## config.mk

```make
export PLATFORM = sky130hd
export DESIGN_NAME = dp_app_ram_arb_flat
export DESIGN_NICKNAME = d
export VERILOG_FILES = /design/src/rtl/dp_app_ram_arb_if.sv /design/src/rtl/dp_app_ram_arb.sv /design/src/flat_wrapper.sv
export SDC_FILE = /design/constraint.sdc
export NUM_CORES = 1
export LEC_CHECK = 0
export ABC_CLOCK_PERIOD_IN_PS = 3800
export BUFFER_PORTS_ARGS = -buffer_cell sky130_fd_sc_hd__buf_2
export CORE_AREA = 2 2 95 97
export DETAILED_ROUTE_END_ITERATION = 10
export DIE_AREA = 0 0 97 99
export PLACE_DENSITY = 0.54
export REMOVE_ABC_BUFFERS = 1
export SLEW_MARGIN = 5
export SYNTH_ARGS = -nofsm -noshare
export SYNTH_HDL_FRONTEND = slang
export SYNTH_SLANG_ARGS = --single-unit
```

## constraint.sdc

```tcl
create_clock -name CLK_IN -period 3.8 [get_ports CLK_IN]
set_input_delay 0.57 -clock CLK_IN [delete_from_list [all_inputs] [get_ports CLK_IN]]
set_output_delay 0.57 -clock CLK_IN [all_outputs]
set_load 0.1 [all_outputs]
```

## src/rtl/dp_app_ram_arb_if.sv

```systemverilog
// Application RAM access port: one request/ack handshake with a 32-bit data path.
// The mst side drives an access and receives ack/dout one cycle later.
// The slv side accepts the access and returns ack/dout.
interface prt_dp_app_ram_if #(
  parameter int P_ADR = 10
);
  logic             req;
  logic             wr;
  logic [P_ADR-1:0] adr;
  logic [31:0]      din;
  logic [3:0]       msk;
  logic             ack;
  logic [31:0]      dout;

  modport mst (
    output req, wr, adr, din, msk,
    input  ack, dout
  );

  modport slv (
    input  req, wr, adr, din, msk,
    output ack, dout
  );
endinterface

```

## src/rtl/dp_app_ram_arb.sv

```systemverilog
// Two-requester arbiter sharing one application RAM port (round-robin or fixed priority).
// Latency: grant is combinational in the request cycle; ack/dout return one cycle later.
// Backpressure: a losing requester simply holds req; the RAM accepts one access per cycle.
module dp_app_ram_arb #(
  parameter int P_ADR        = 10,
  parameter bit P_FIXED_PRIO = 1'b0
) (
  input  wire logic      CLK_IN,
  input  wire logic      RST_IN,
  prt_dp_app_ram_if.slv  REQ0_IF,
  prt_dp_app_ram_if.slv  REQ1_IF,
  prt_dp_app_ram_if.mst  RAM_IF
);

  // Access issued last cycle, whose ack/dout arrive from the RAM this cycle.
  logic             inflight_vld;
  logic             inflight_id;
  // Last winner; the round-robin pointer. Resets to 1 so requester 0 wins the first tie.
  logic             last_id;

  logic             ack0_cyc;
  logic             ack1_cyc;
  logic             elig0;
  logic             elig1;
  logic             gnt_vld;
  logic             gnt_id;

  logic             mux_req;
  logic             mux_wr;
  logic [P_ADR-1:0] mux_adr;
  logic [31:0]      mux_din;
  logic [3:0]       mux_msk;

  // A requester being acked this cycle still holds its old req; mask it out.
  // Nothing here depends on RAM_IF.ack/dout, so no path from the RAM back to RAM_IF.req.
  always_comb begin
    ack0_cyc = inflight_vld & ~inflight_id;
    ack1_cyc = inflight_vld &  inflight_id;
    elig0    = RST_IN & REQ0_IF.req & ~ack0_cyc;
    elig1    = RST_IN & REQ1_IF.req & ~ack1_cyc;
    gnt_vld  = elig0 | elig1;
    if (elig0 && elig1) begin
      gnt_id = P_FIXED_PRIO ? 1'b0 : ~last_id;
    end else begin
      gnt_id = elig1;
    end
  end

  // Route the winner onto the RAM port; everything is zero without a grant.
  always_comb begin
    mux_req = 1'b0;
    mux_wr  = 1'b0;
    mux_adr = '0;
    mux_din = '0;
    mux_msk = '0;
    if (gnt_vld) begin
      mux_req = 1'b1;
      if (gnt_id) begin
        mux_wr  = REQ1_IF.wr;
        mux_adr = REQ1_IF.adr;
        mux_din = REQ1_IF.din;
        mux_msk = REQ1_IF.wr ? REQ1_IF.msk : 4'b0000;
      end else begin
        mux_wr  = REQ0_IF.wr;
        mux_adr = REQ0_IF.adr;
        mux_din = REQ0_IF.din;
        mux_msk = REQ0_IF.wr ? REQ0_IF.msk : 4'b0000;
      end
    end
  end

  assign RAM_IF.req = mux_req;
  assign RAM_IF.wr  = mux_wr;
  assign RAM_IF.adr = mux_adr;
  assign RAM_IF.din = mux_din;
  assign RAM_IF.msk = mux_msk;

  // Track the in-flight access and the round-robin pointer.
  always_ff @(posedge CLK_IN) begin
    if (!RST_IN) begin
      inflight_vld <= 1'b0;
      inflight_id  <= 1'b0;
      last_id      <= 1'b1;
    end else begin
      inflight_vld <= gnt_vld;
      if (gnt_vld) begin
        inflight_id <= gnt_id;
        last_id     <= gnt_id;
      end
    end
  end

  // Return path: only the owner of the in-flight access sees ack and data.
  // A missing RAM ack drops the access silently.
  assign REQ0_IF.ack  = RST_IN & ack0_cyc & RAM_IF.ack;
  assign REQ1_IF.ack  = RST_IN & ack1_cyc & RAM_IF.ack;
  assign REQ0_IF.dout = (RST_IN & ack0_cyc) ? RAM_IF.dout : 32'h0;
  assign REQ1_IF.dout = (RST_IN & ack1_cyc) ? RAM_IF.dout : 32'h0;

  // The RAM always acknowledges in the cycle after an access.
  a_no_lost_ack : assert property (@(posedge CLK_IN) disable iff (!RST_IN)
    inflight_vld |-> RAM_IF.ack);

endmodule
```

## src/flat_wrapper.sv

```systemverilog
// flat-port wrapper written by rule: the top's interface ports become plain ports
module dp_app_ram_arb_flat 
#(
  parameter int P_ADR        = 10,
  parameter bit P_FIXED_PRIO = 1'b0
)
  (CLK_IN, RST_IN, REQ0_IF_req, REQ0_IF_wr, REQ0_IF_adr, REQ0_IF_din, REQ0_IF_msk, REQ0_IF_ack, REQ0_IF_dout, REQ1_IF_req, REQ1_IF_wr, REQ1_IF_adr, REQ1_IF_din, REQ1_IF_msk, REQ1_IF_ack, REQ1_IF_dout, RAM_IF_req, RAM_IF_wr, RAM_IF_adr, RAM_IF_din, RAM_IF_msk, RAM_IF_ack, RAM_IF_dout);
  prt_dp_app_ram_if #(.P_ADR(P_ADR)) REQ0_IF_i ();
  prt_dp_app_ram_if #(.P_ADR(P_ADR)) REQ1_IF_i ();
  prt_dp_app_ram_if #(.P_ADR(P_ADR)) RAM_IF_i ();
  input  wire logic CLK_IN;
  input  wire logic RST_IN;
  input wire logic [$bits(REQ0_IF_i.req)-1:0] REQ0_IF_req;
  input wire logic [$bits(REQ0_IF_i.wr)-1:0] REQ0_IF_wr;
  input wire logic [$bits(REQ0_IF_i.adr)-1:0] REQ0_IF_adr;
  input wire logic [$bits(REQ0_IF_i.din)-1:0] REQ0_IF_din;
  input wire logic [$bits(REQ0_IF_i.msk)-1:0] REQ0_IF_msk;
  output wire logic [$bits(REQ0_IF_i.ack)-1:0] REQ0_IF_ack;
  output wire logic [$bits(REQ0_IF_i.dout)-1:0] REQ0_IF_dout;
  input wire logic [$bits(REQ1_IF_i.req)-1:0] REQ1_IF_req;
  input wire logic [$bits(REQ1_IF_i.wr)-1:0] REQ1_IF_wr;
  input wire logic [$bits(REQ1_IF_i.adr)-1:0] REQ1_IF_adr;
  input wire logic [$bits(REQ1_IF_i.din)-1:0] REQ1_IF_din;
  input wire logic [$bits(REQ1_IF_i.msk)-1:0] REQ1_IF_msk;
  output wire logic [$bits(REQ1_IF_i.ack)-1:0] REQ1_IF_ack;
  output wire logic [$bits(REQ1_IF_i.dout)-1:0] REQ1_IF_dout;
  output wire logic [$bits(RAM_IF_i.req)-1:0] RAM_IF_req;
  output wire logic [$bits(RAM_IF_i.wr)-1:0] RAM_IF_wr;
  output wire logic [$bits(RAM_IF_i.adr)-1:0] RAM_IF_adr;
  output wire logic [$bits(RAM_IF_i.din)-1:0] RAM_IF_din;
  output wire logic [$bits(RAM_IF_i.msk)-1:0] RAM_IF_msk;
  input wire logic [$bits(RAM_IF_i.ack)-1:0] RAM_IF_ack;
  input wire logic [$bits(RAM_IF_i.dout)-1:0] RAM_IF_dout;
  assign REQ0_IF_i.req = REQ0_IF_req;
  assign REQ0_IF_i.wr = REQ0_IF_wr;
  assign REQ0_IF_i.adr = REQ0_IF_adr;
  assign REQ0_IF_i.din = REQ0_IF_din;
  assign REQ0_IF_i.msk = REQ0_IF_msk;
  assign REQ0_IF_ack = REQ0_IF_i.ack;
  assign REQ0_IF_dout = REQ0_IF_i.dout;
  assign REQ1_IF_i.req = REQ1_IF_req;
  assign REQ1_IF_i.wr = REQ1_IF_wr;
  assign REQ1_IF_i.adr = REQ1_IF_adr;
  assign REQ1_IF_i.din = REQ1_IF_din;
  assign REQ1_IF_i.msk = REQ1_IF_msk;
  assign REQ1_IF_ack = REQ1_IF_i.ack;
  assign REQ1_IF_dout = REQ1_IF_i.dout;
  assign RAM_IF_req = RAM_IF_i.req;
  assign RAM_IF_wr = RAM_IF_i.wr;
  assign RAM_IF_adr = RAM_IF_i.adr;
  assign RAM_IF_din = RAM_IF_i.din;
  assign RAM_IF_msk = RAM_IF_i.msk;
  assign RAM_IF_i.ack = RAM_IF_ack;
  assign RAM_IF_i.dout = RAM_IF_dout;
  dp_app_ram_arb #(.P_ADR(P_ADR), .P_FIXED_PRIO(P_FIXED_PRIO)) u_core (.CLK_IN(CLK_IN), .RST_IN(RST_IN), .REQ0_IF(REQ0_IF_i), .REQ1_IF(REQ1_IF_i), .RAM_IF(RAM_IF_i));
endmodule
```

==> results by group, run 1 <==
Worst setup path
  • Largest stage delay on the critical path: 0.70 ns
  • Flop2flop setup slack: 2.11 ns
  • CP Data Required Time: 3.23 ns
  • Crit path launch: REQ0_IF_req
  • Kind of critical path: input pin to output port
  • FF-to-FF Start: u_core.inflight_vld
  • Worst r2r path cells: 3
  • Critical path's most frequent cell: buf_2
  • Worst Setup Start Kind: input pin
  • Slowest cell on the critical path: nand4_4
  • WP data arrival: ~2.5 ns
  • Cells along the critical path: buf_2, nand3b_1, nand4_4, mux2_2, buf_2
  • Critical Path Fanout Max: around 50
  • Crit end category: output port
  • Reg-to-Reg End: u_core.inflight_id

Die
  • I/O pin total: 245
  • Initial Util: 17.85%
  • DIE WIDTH: between 90 and 100 um
  • DIE HEIGHT: 99 um
  • Core ar.: 8551 um2
  • Row cnt: 34
  • Die area: 9603 um2

Global routing
  • Number of global-route vias before repair: 2183
  • First-pass GRT wire length: 11630 um
  • Remaining global-route overflow: 0
  • Initial antenna violation count: 0
  • Largest net degree at the start of global routing: 50
  • GRT Util Overall: 14.77%

Timing
  • Actual slew at the worst max-slew pin: ~0.92 ns
  • Fin crit period: 3.021 ns
  • Max Clk Rate: 331.0 MHz
  • Fin worst setup slack: about 0.78 ns
  • Period utilisation layout: 79.50%
  • RSZ-0062 raised after global routing: false
  • Max-slew violation count: 0
  • Endpoints failing setup: 0
  • Max Clock Skew: 0.0006167 ns
  • Fin Setup TNS: 0 ns
  • Slew Limit Headroom: 38.56%
  • Fin. Hold Viols: 0

Place
  • Routability cong.: roughly 0.79
  • Placed cells: 538
  • Pre-CTS WS: 0.7627 ns
  • I/O Buffers: 244
  • Detail Placement HPWL: about 6400 um

Yosys
  • Post-synthesis average cell area: 7.446 um2
  • #FFs+latches synth: 3
  • Sequential-to-total area share from yosys stat: just under 4%
  • Unique cell type count in the Yosys netlist: 20
  • Top cells by area, synth: mux2_2 (29%), and2_1 (28%), and3_1 (18%), dfxtp_1 (3.9%), mux2_4 (3.9%)
  • Post-synthesis cell area: 1526 um2
  • Post-synth top area cell: mux2_2
  • Synthesis Warnings: 0
  • Gate count of the mapped netlist: 205
  • Post-synth top area share: 28.77%

Finish
  • Non-Filler Instances: 542
  • Ant diodes: 0
  • Layout area overhead: 87.38%
  • Fillers: a little over 900
  • Footprint of the multi-input gates: ~1400 um2
  • Post-route core utilization: 33.45%
  • Nets@finish: 566
  • Layout cell share with drive strength beyond 1: between 60 and 70%
  • Register area: roughly 60 um2

Clock network
  • # clock sinks: 3
  • Cts hold-fix bufs: 0
  • CTS tree: done
  • Post-CTS sizing: 0
  • H-tree depth: 1
  • Buffer count from post-CTS setup fixing: 0
  • Root buf cell: clkbuf_8
  • Clk buf depth: 2
  • Total CTS buffers: 3
  • Clock transition at the registers of the reported paths: 0.03 ns
  • Worst skew pair latency: 0.22 ns

Drt
  • Vias/cell: 4.290
  • Initial DRC count: 32
  • Vias: 2325
  • DR pass1 iterations: 4
  • DRC Markers: 0
  • Drt wl/cell: around 14 um
  • Routed WL: 7528 um
  • Post-DRT Antenna Nets: 0

Power and ir drop
  • Pint: 0.0002546 W
  • Psw: 0.0005384 W
  • Final Power: 0.0007930 W
  • VDD IR-drop max: 0.1313 mV
  • Clock power share: 11.7%
  • Pwr Density: around 280 nW/um2
  • Logic gate share of total power: 83.6%
  • Sw Ratio: 67.90%
  • Register share of total power: roughly 4.7%
  • Lkg Pwr: just under 2 nW

Min path
  • Start point of the worst min-delay path: u_core.inflight_vld
  • Worst hold-check path type: flip-flop to flip-flop
  • WHS Endpoint: u_core.inflight_vld
  • Hold Crit Depth: 1

Job
  • MaxCap Viol Count: 0

Run status
  • Status: finished, final reports clean
==> worst max-delay path by stage <==
| stage | end | slack, ns | cells after the start |
|---|---|---|---|
| 3_3_place_gp | RAM_IF_adr[7] | 0.80 | 5 |
| 4_1_cts | RAM_IF_din[24] | 0.76 | 5 |
| 3_5_place_dp | RAM_IF_din[24] | 0.76 | 5 |
| 2_1_floorplan | RAM_IF_msk[0] | -0.24 | 3 |
| 6_report | RAM_IF_adr[9] | 0.78 | 5 |
| 5_1_grt | RAM_IF_msk[3] | 0.64 | 4 |
==> area by class of cell <==
cell class	instances	share of cell area, %
inverter	1	0.1312
tap	108	4.724
timing repair buffer	246	43.66
clock buffer	4	1.575
sequential	3	2.100
multi-input combinational	180	47.81
==> cells in the final DEF, fill, tap and decap left out, drive strengths merged <==
master  netlist  routed
a21oi         2       2
and2         68      68
and3         44      44
buf           9     246
clkbuf       12       4
dfxtp         3       3
inv           1       1
mux2         43      43
mux2i         5       5
nand2         6       6
nand2b        1       1
nand3b        1       1
nand4         5       5
nor2          2       2
o21ai         3       3
==> Yosys cell counts <==
| master | number |
|---|---|
| mux2_2 | 39 |
| nand3b_1 | 1 |
| clkbuf_1 | 11 |
| nand2_1 | 6 |
| and3_1 | 44 |
| nor2_1 | 1 |
| a21oi_1 | 2 |
| nand2b_1 | 1 |
| buf_6 | 2 |
| mux2i_1 | 5 |
| inv_1 | 1 |
| clkbuf_2 | 1 |
| dfxtp_1 | 3 |
| mux2_4 | 4 |
| buf_2 | 7 |
| and2_1 | 68 |
| nand4_1 | 4 |
| nand4_2 | 1 |
| nor2_2 | 1 |
| o21ai_0 | 3 |
==> cell families (layout without fill, tap and decap cells) <==
logic type	count (synthesis)	in the layout	synth area share (%)
and+or+nand+nor	127	127	51.39
DFF	3	3	3.935
AOI/OAI and AO/OA	5	5	1.639
buffers and inverters	22	251	7.048
muxes	48	48	35.98
==> power by group through the flow <==
stage | registers [W] | logic (W) | clock network, W
6_report | 0.0000376 | 0.000663 | 0.0000924
5_1_grt | 0.0000383 | 0.000691 | 0.0000998
4_1_cts | 0.0000376 | 0.000667 | 0.0000951
3_5_place_dp | 0.0000380 | 0.000666 | 0
3_3_place_gp | 0.0000380 | 0.000665 | 0
2_1_floorplan | 0.0000375 | 0.000520 | 0
==> critical path, delay by kind of cell <==
family / cells / cell delay (ns)
and+or+nand+nor: 2 / 0.82
muxes: 1 / 0.46
buffers and inverters: 2 / 0.55
==> sequential cells by signal (all words and copies together) (netlist names) <==
signal / flops
u_core.last_id: 1
u_core.inflight_id: 1
u_core.inflight_vld: 1
==> routing by layer <==
layer | part of all wire (%) | global-route usage [%]
met1 | 41 | 18.59
met2 | 48 | 26.12
met3 | 9.9 | 3.262
met4 | 0.70 | 2.709
met5 | 0 | 0
==> per-stage QoR <==
stage / instance area [um2] / hold WS, ns
after floorplan: 1423 / 0.4617
after global placement: 2815 / 0.4958
after detailed placement: 2815 / 0.5072
after CTS: 2860 / 0.5142
after global routing: 2860 / 0.5645
final: 2860 / 0.5068
(Power assumes the default switching activity.)
==> run 2: changes to the inputs <==
ABC_CLOCK_PERIOD_IN_PS = 3160   (was 3800)
clock period = 3.16 ns   (was 3.8 ns; I/O delays follow)
==> results by group, run 2 (synthesized netlist as in run 1, its figures left out) <==
Run status
  • Status: finished, final reports clean

Power and ir drop
  • Sw Ratio: 58.11%
  • Register share of total power: about 3.8%
  • Clock power share: 9.3%
  • VDD IR-drop max: 0.1750 mV
  • Logic gate share of total power: 86.9%
  • Final Power: 0.001180 W
  • Psw: about 0.00069 W
  • Pwr Density: 289.4 nW/um2
  • Lkg Pwr: 2.226 nW
  • Pint: 0.0004945 W

Worst setup path
  • Slowest cell on the critical path: nand4_4
  • Largest stage delay on the critical path: 0.70 ns
  • FF-to-FF Start: u_core.inflight_vld
  • WP data arrival: 2.29 ns
  • Worst Setup Start Kind: flip-flop
  • CP Data Required Time: roughly 2.7 ns
  • Cells along the critical path: nand3b_1, nand4_4, mux2_2, buf_12
  • Kind of critical path: flip-flop to output port
  • Worst r2r path cells: 3
  • Crit path launch: u_core.inflight_vld
  • Critical Path Fanout Max: between 40 and 50
  • Crit end category: output port

Global routing
  • Largest net degree at the start of global routing: 50
  • GRT Util Overall: 16.00%
  • First-pass GRT wire length: 12580 um
  • Number of global-route vias before repair: between 2000 and 2500
  • Initial antenna violation count: 0
  • Remaining global-route overflow: 0

Clock network
  • H-tree depth: 1
  • Clk buf depth: 2
  • Total CTS buffers: 3
  • Cts hold-fix bufs: 0
  • Worst skew pair latency: 0.21 ns
  • Buffer count from post-CTS setup fixing: 0
  • # clock sinks: 3
  • CTS tree: done
  • Root buf cell: clkbuf_8
  • Post-CTS sizing: 0
  • Clock transition at the registers of the reported paths: 0.03 ns

Timing
  • Fin worst setup slack: 0.3939 ns
  • Max Clock Skew: 0.001926 ns
  • Fin crit period: 2.766 ns
  • Period utilisation layout: roughly 88%
  • Endpoints failing setup: 0
  • Actual slew at the worst max-slew pin: between 0.9 and 1 ns
  • Max Clk Rate: 361.5 MHz
  • RSZ-0062 raised after global routing: false
  • Slew Limit Headroom: between 30 and 40%
  • Fin. Hold Viols: 0
  • Max-slew violation count: 0
  • Hold slack: 0.5232 ns

Finish
  • Layout area overhead: 167.2%
  • Largest registers: u_core.inflight_id (1), u_core.inflight_vld (1), u_core.last_id (1)
  • Highest-count cells in the layout ignoring fill and taps: buf_2 (164), buf_12 (80), and2_1 (68)
  • Commonest non-fill, non-tap cell in the layout: buf_2
  • Layout cell share with drive strength beyond 1: 68.04%
  • Nets@finish: 570
  • Non-Filler Instances: 546
  • Ant diodes: 0

Drt
  • DR pass1 iterations: 6
  • Vias/cell: 4.375
  • Initial DRC count: 44
  • DRC Markers: 0
  • Vias: 2389
  • Routed WL: 8274 um
  • Drt wl/cell: 15.15 um
  • Post-DRT Antenna Nets: 0

Die
  • DIE WIDTH: between 90 and 100 um
  • Core ar.: between 8000 and 9000 um2
  • Row cnt: 34
  • Die area: ~9600 um2
  • DIE HEIGHT: around 99 um
  • I/O pin total: about 250
  • Initial Util: 17.85%

Place
  • I/O Buffers: roughly 240
  • Pre-CTS WS: 0.4215 ns
  • Detail Placement HPWL: 7276 um
  • Routability cong.: ~0.79
  • Placed cells: 542

Min path
  • Start point of the worst min-delay path: u_core.inflight_id
  • Hold Crit Depth: 2
  • Worst hold-check path type: flip-flop to flip-flop

Job
  • MaxCap Viol Count: 0
-- run 2: cell count changes in the layout (fill, tap and decap cells not counted) --
| cell | delta |
|---|---|
| buf_4 | +5 |
| buf_12 | +79 |
| buf_2 | -80 |
-- run 2: routing by layer --
layer  up-vias  GRT usage (%)  wire length, um
li1       1170              -                -
met4         0          2.275               38
met2       148          30.07             4294
met1      1069          17.71             3080
met3         2          5.674              860
met5         -              0                0
-- run 2: power groups by stage --
stage,clock network [W],logic (W),registers [W]
floorplan,0,0.000625,0.0000450
global placement,0,0.00103,0.0000455
detailed placement,0,0.00103,0.0000457
CTS,0.000112,0.00103,0.0000452
global route,0.000114,0.00106,0.0000458
finish,0.000109,0.00103,0.0000454
-- run 2: final timing paths --
check                             to  slack, ns
setup / recovery       RAM_IF_din[3]       0.39
hold / removal    u_core.inflight_id       0.52
setup reg to reg  u_core.inflight_id       1.49
hold reg to reg   u_core.inflight_id       0.52
-- run 2: cell type report --
cell class | instances | area [um2]
well taps | 108 | 135.1
multi-input cells | 180 | 1368
flip-flops and latches | 3 | 60.06
fillers | 809 | 4472
inverters | 1 | 3.754
clock buffers | 4 | 45.04
repair buffers | 250 | 2467
-- run 2: critical path: cells and delay by family (launching register included) --
kind                   cells  cell delay (ns)
AND/OR/NAND/NOR            2             0.88
multiplexers               1             0.60
flip-flops                 1             0.39
buffers and inverters      1             0.18
-- run 2: through the flow --
step	utilization [%]	area, um2	setup TNS (ns)
CTS	47.70	4079	0
floorplan	-	1423	-2.764
finish	47.70	4079	0
detailed placement	47.18	4034	0
global route	47.70	4079	0
global placement	47.18	4034	0
==> run 3: changes to the inputs <==
CTS_BUF_LIST = sky130_fd_sc_hd__clkbuf_2 sky130_fd_sc_hd__clkbuf_4 sky130_fd_sc_hd__clkbuf_8   (was default)
==> results by group, run 3 (synthesized netlist as in run 1, its figures left out) <==
Run status
  • Status: finished, final reports clean

Die
  • DIE WIDTH: 97 um
  • Initial Util: 17.85%
  • Die area: 9603 um2
  • Core ar.: approximately 8600 um2
  • Row cnt: 34
  • DIE HEIGHT: 99 um
  • I/O pin total: 245

Timing
  • Max Clk Rate: about 360 MHz
  • Actual slew at the worst max-slew pin: 0.9142 ns
  • Max-slew violation count: 0
  • Fin crit period: 2.766 ns
  • RSZ-0062 raised after global routing: false
  • Fin. Hold Viols: 0
  • Period utilisation layout: 87.54%
  • Max Clock Skew: about 0.0017 ns
  • Slew Limit Headroom: 38.93%
  • Endpoints failing setup: 0
  • Hold slack: 0.5232 ns

Clock network
  • # clock sinks: 3
  • Cts hold-fix bufs: 0
  • Total CTS buffers: 3
  • Buffer count from post-CTS setup fixing: 0
  • Post-CTS sizing: 0
  • Root buf cell: clkbuf_8
  • Clk buf depth: 2
  • Worst skew pair latency: 0.21 ns
  • H-tree depth: 1
  • CTS tree: done
  • Clock transition at the registers of the reported paths: 0.03 ns

Worst setup path
  • Critical Path Fanout Max: 49
  • Kind of critical path: flip-flop to output port
  • Worst Setup Start Kind: flip-flop
  • WP buf/inv: 1
  • Crit end category: output port
  • CP Data Required Time: 2.69 ns
  • FF-to-FF Start: u_core.inflight_vld
  • Largest stage delay on the critical path: 0.70 ns
  • Cells along the critical path: nand3b_1, nand4_4, mux2_2, buf_12
  • WP data arrival: ~2.3 ns
  • Crit path launch: u_core.inflight_vld
  • Slowest cell on the critical path: nand4_4
  • Cell family with most CP delay: simple AND/OR/NAND/NOR gates

Drt
  • Post-DRT Antenna Nets: 0
  • Routed WL: 8274 um
  • DRC Markers: 0
  • Vias/cell: between 4 and 5
  • Drt wl/cell: about 15 um
  • DR pass1 iterations: 6
  • Initial DRC count: between 40 and 50
  • Vias: between 2000 and 2500

Global routing
  • Number of global-route vias before repair: 2436
  • First-pass GRT wire length: between 10000 and 15000 um
  • GRT Util Overall: roughly 16%
  • Largest net degree at the start of global routing: 50
  • Remaining global-route overflow: 0
  • Initial antenna violation count: 0

Finish
  • Largest registers: u_core.inflight_id (1), u_core.inflight_vld (1), u_core.last_id (1)
  • Register area: 60.06 um2
  • Layout cell share with drive strength beyond 1: 68.26%
  • Fillers: 809
  • Commonest non-fill, non-tap cell in the layout: buf_2
  • Ant diodes: 0
  • Highest-count cells in the layout ignoring fill and taps: buf_2 (164), buf_12 (80), and2_1 (68)
  • Post-route core utilization: 47.75%
  • Footprint of the multi-input gates: 1368 um2
  • Nets@finish: 570
  • Layout area overhead: 167.5%

Min path
  • Worst hold-check path type: flip-flop to flip-flop
  • Start point of the worst min-delay path: u_core.inflight_id

Power and ir drop
  • VDD IR-drop max: 0.1753 mV
  • Pwr Density: 291.3 nW/um2
  • Lkg Pwr: about 2.2 nW

Place
  • Detail Placement HPWL: 7276 um
  • I/O Buffers: 244
  • Routability cong.: 0.7864

Job
  • MaxCap Viol Count: 0
==> run 3: report_power, final <==
group	switching, W	leakage [nW]	internal [W]
Combinational	0.000659	2.18	0.000367
Sequential	0.00000352	0.0250	0.0000419
Clock	0.0000236	0.0262	0.0000944
Total	0.000686	2.23	0.000503
==> run 3: per-layer routing <==
layer,vias up,track usage [%],wire length (um)
li1,1170,-,-
met1,1069,17.71,3081
met2,148,30.07,4294
met3,2,5.674,860
met4,0,2.275,38
met5,-,0,0
==> run 3: area by class of cell <==
type	count	share of cell area (%)
Sequential cell	3	1.471
Clock buffer	4	1.195
Multi-Input combinational cell	180	33.50
Timing Repair Buffer	250	60.44
Inverter	1	0.09194
Tap cell	108	3.310
==> run 3: through the flow <==
step | instances | setup WS (ns) | area, um2 | setup TNS, ns | power (W)
after floorplan | 184 | -0.6909 | 1423 | -2.764 | 0.0006700
after global placement | 542 | 0.4574 | 4034 | 0 | 0.001071
after detailed placement | 542 | 0.4215 | 4034 | 0 | 0.001077
after CTS | 546 | 0.3632 | 4083 | 0 | 0.001199
after global routing | 546 | 0.2086 | 4083 | 0 | 0.001228
final | 546 | 0.3936 | 4083 | 0 | 0.001189
==> run 3: worst register-to-register path, stage by stage (launching register included) <==
cell and delay, ns:
dfxtp_1 0.39, nand3b_1 0.18, nand4_4 0.71, o21ai_0 0.30
==> run 3: final timing paths <==
kind	end	slack (ns)	cells after the start
max reg2reg	u_core.inflight_id	1.49	3
min reg2reg	u_core.inflight_id	0.52	2
max	RAM_IF_din[3]	0.39	4
min	u_core.inflight_id	0.52	2
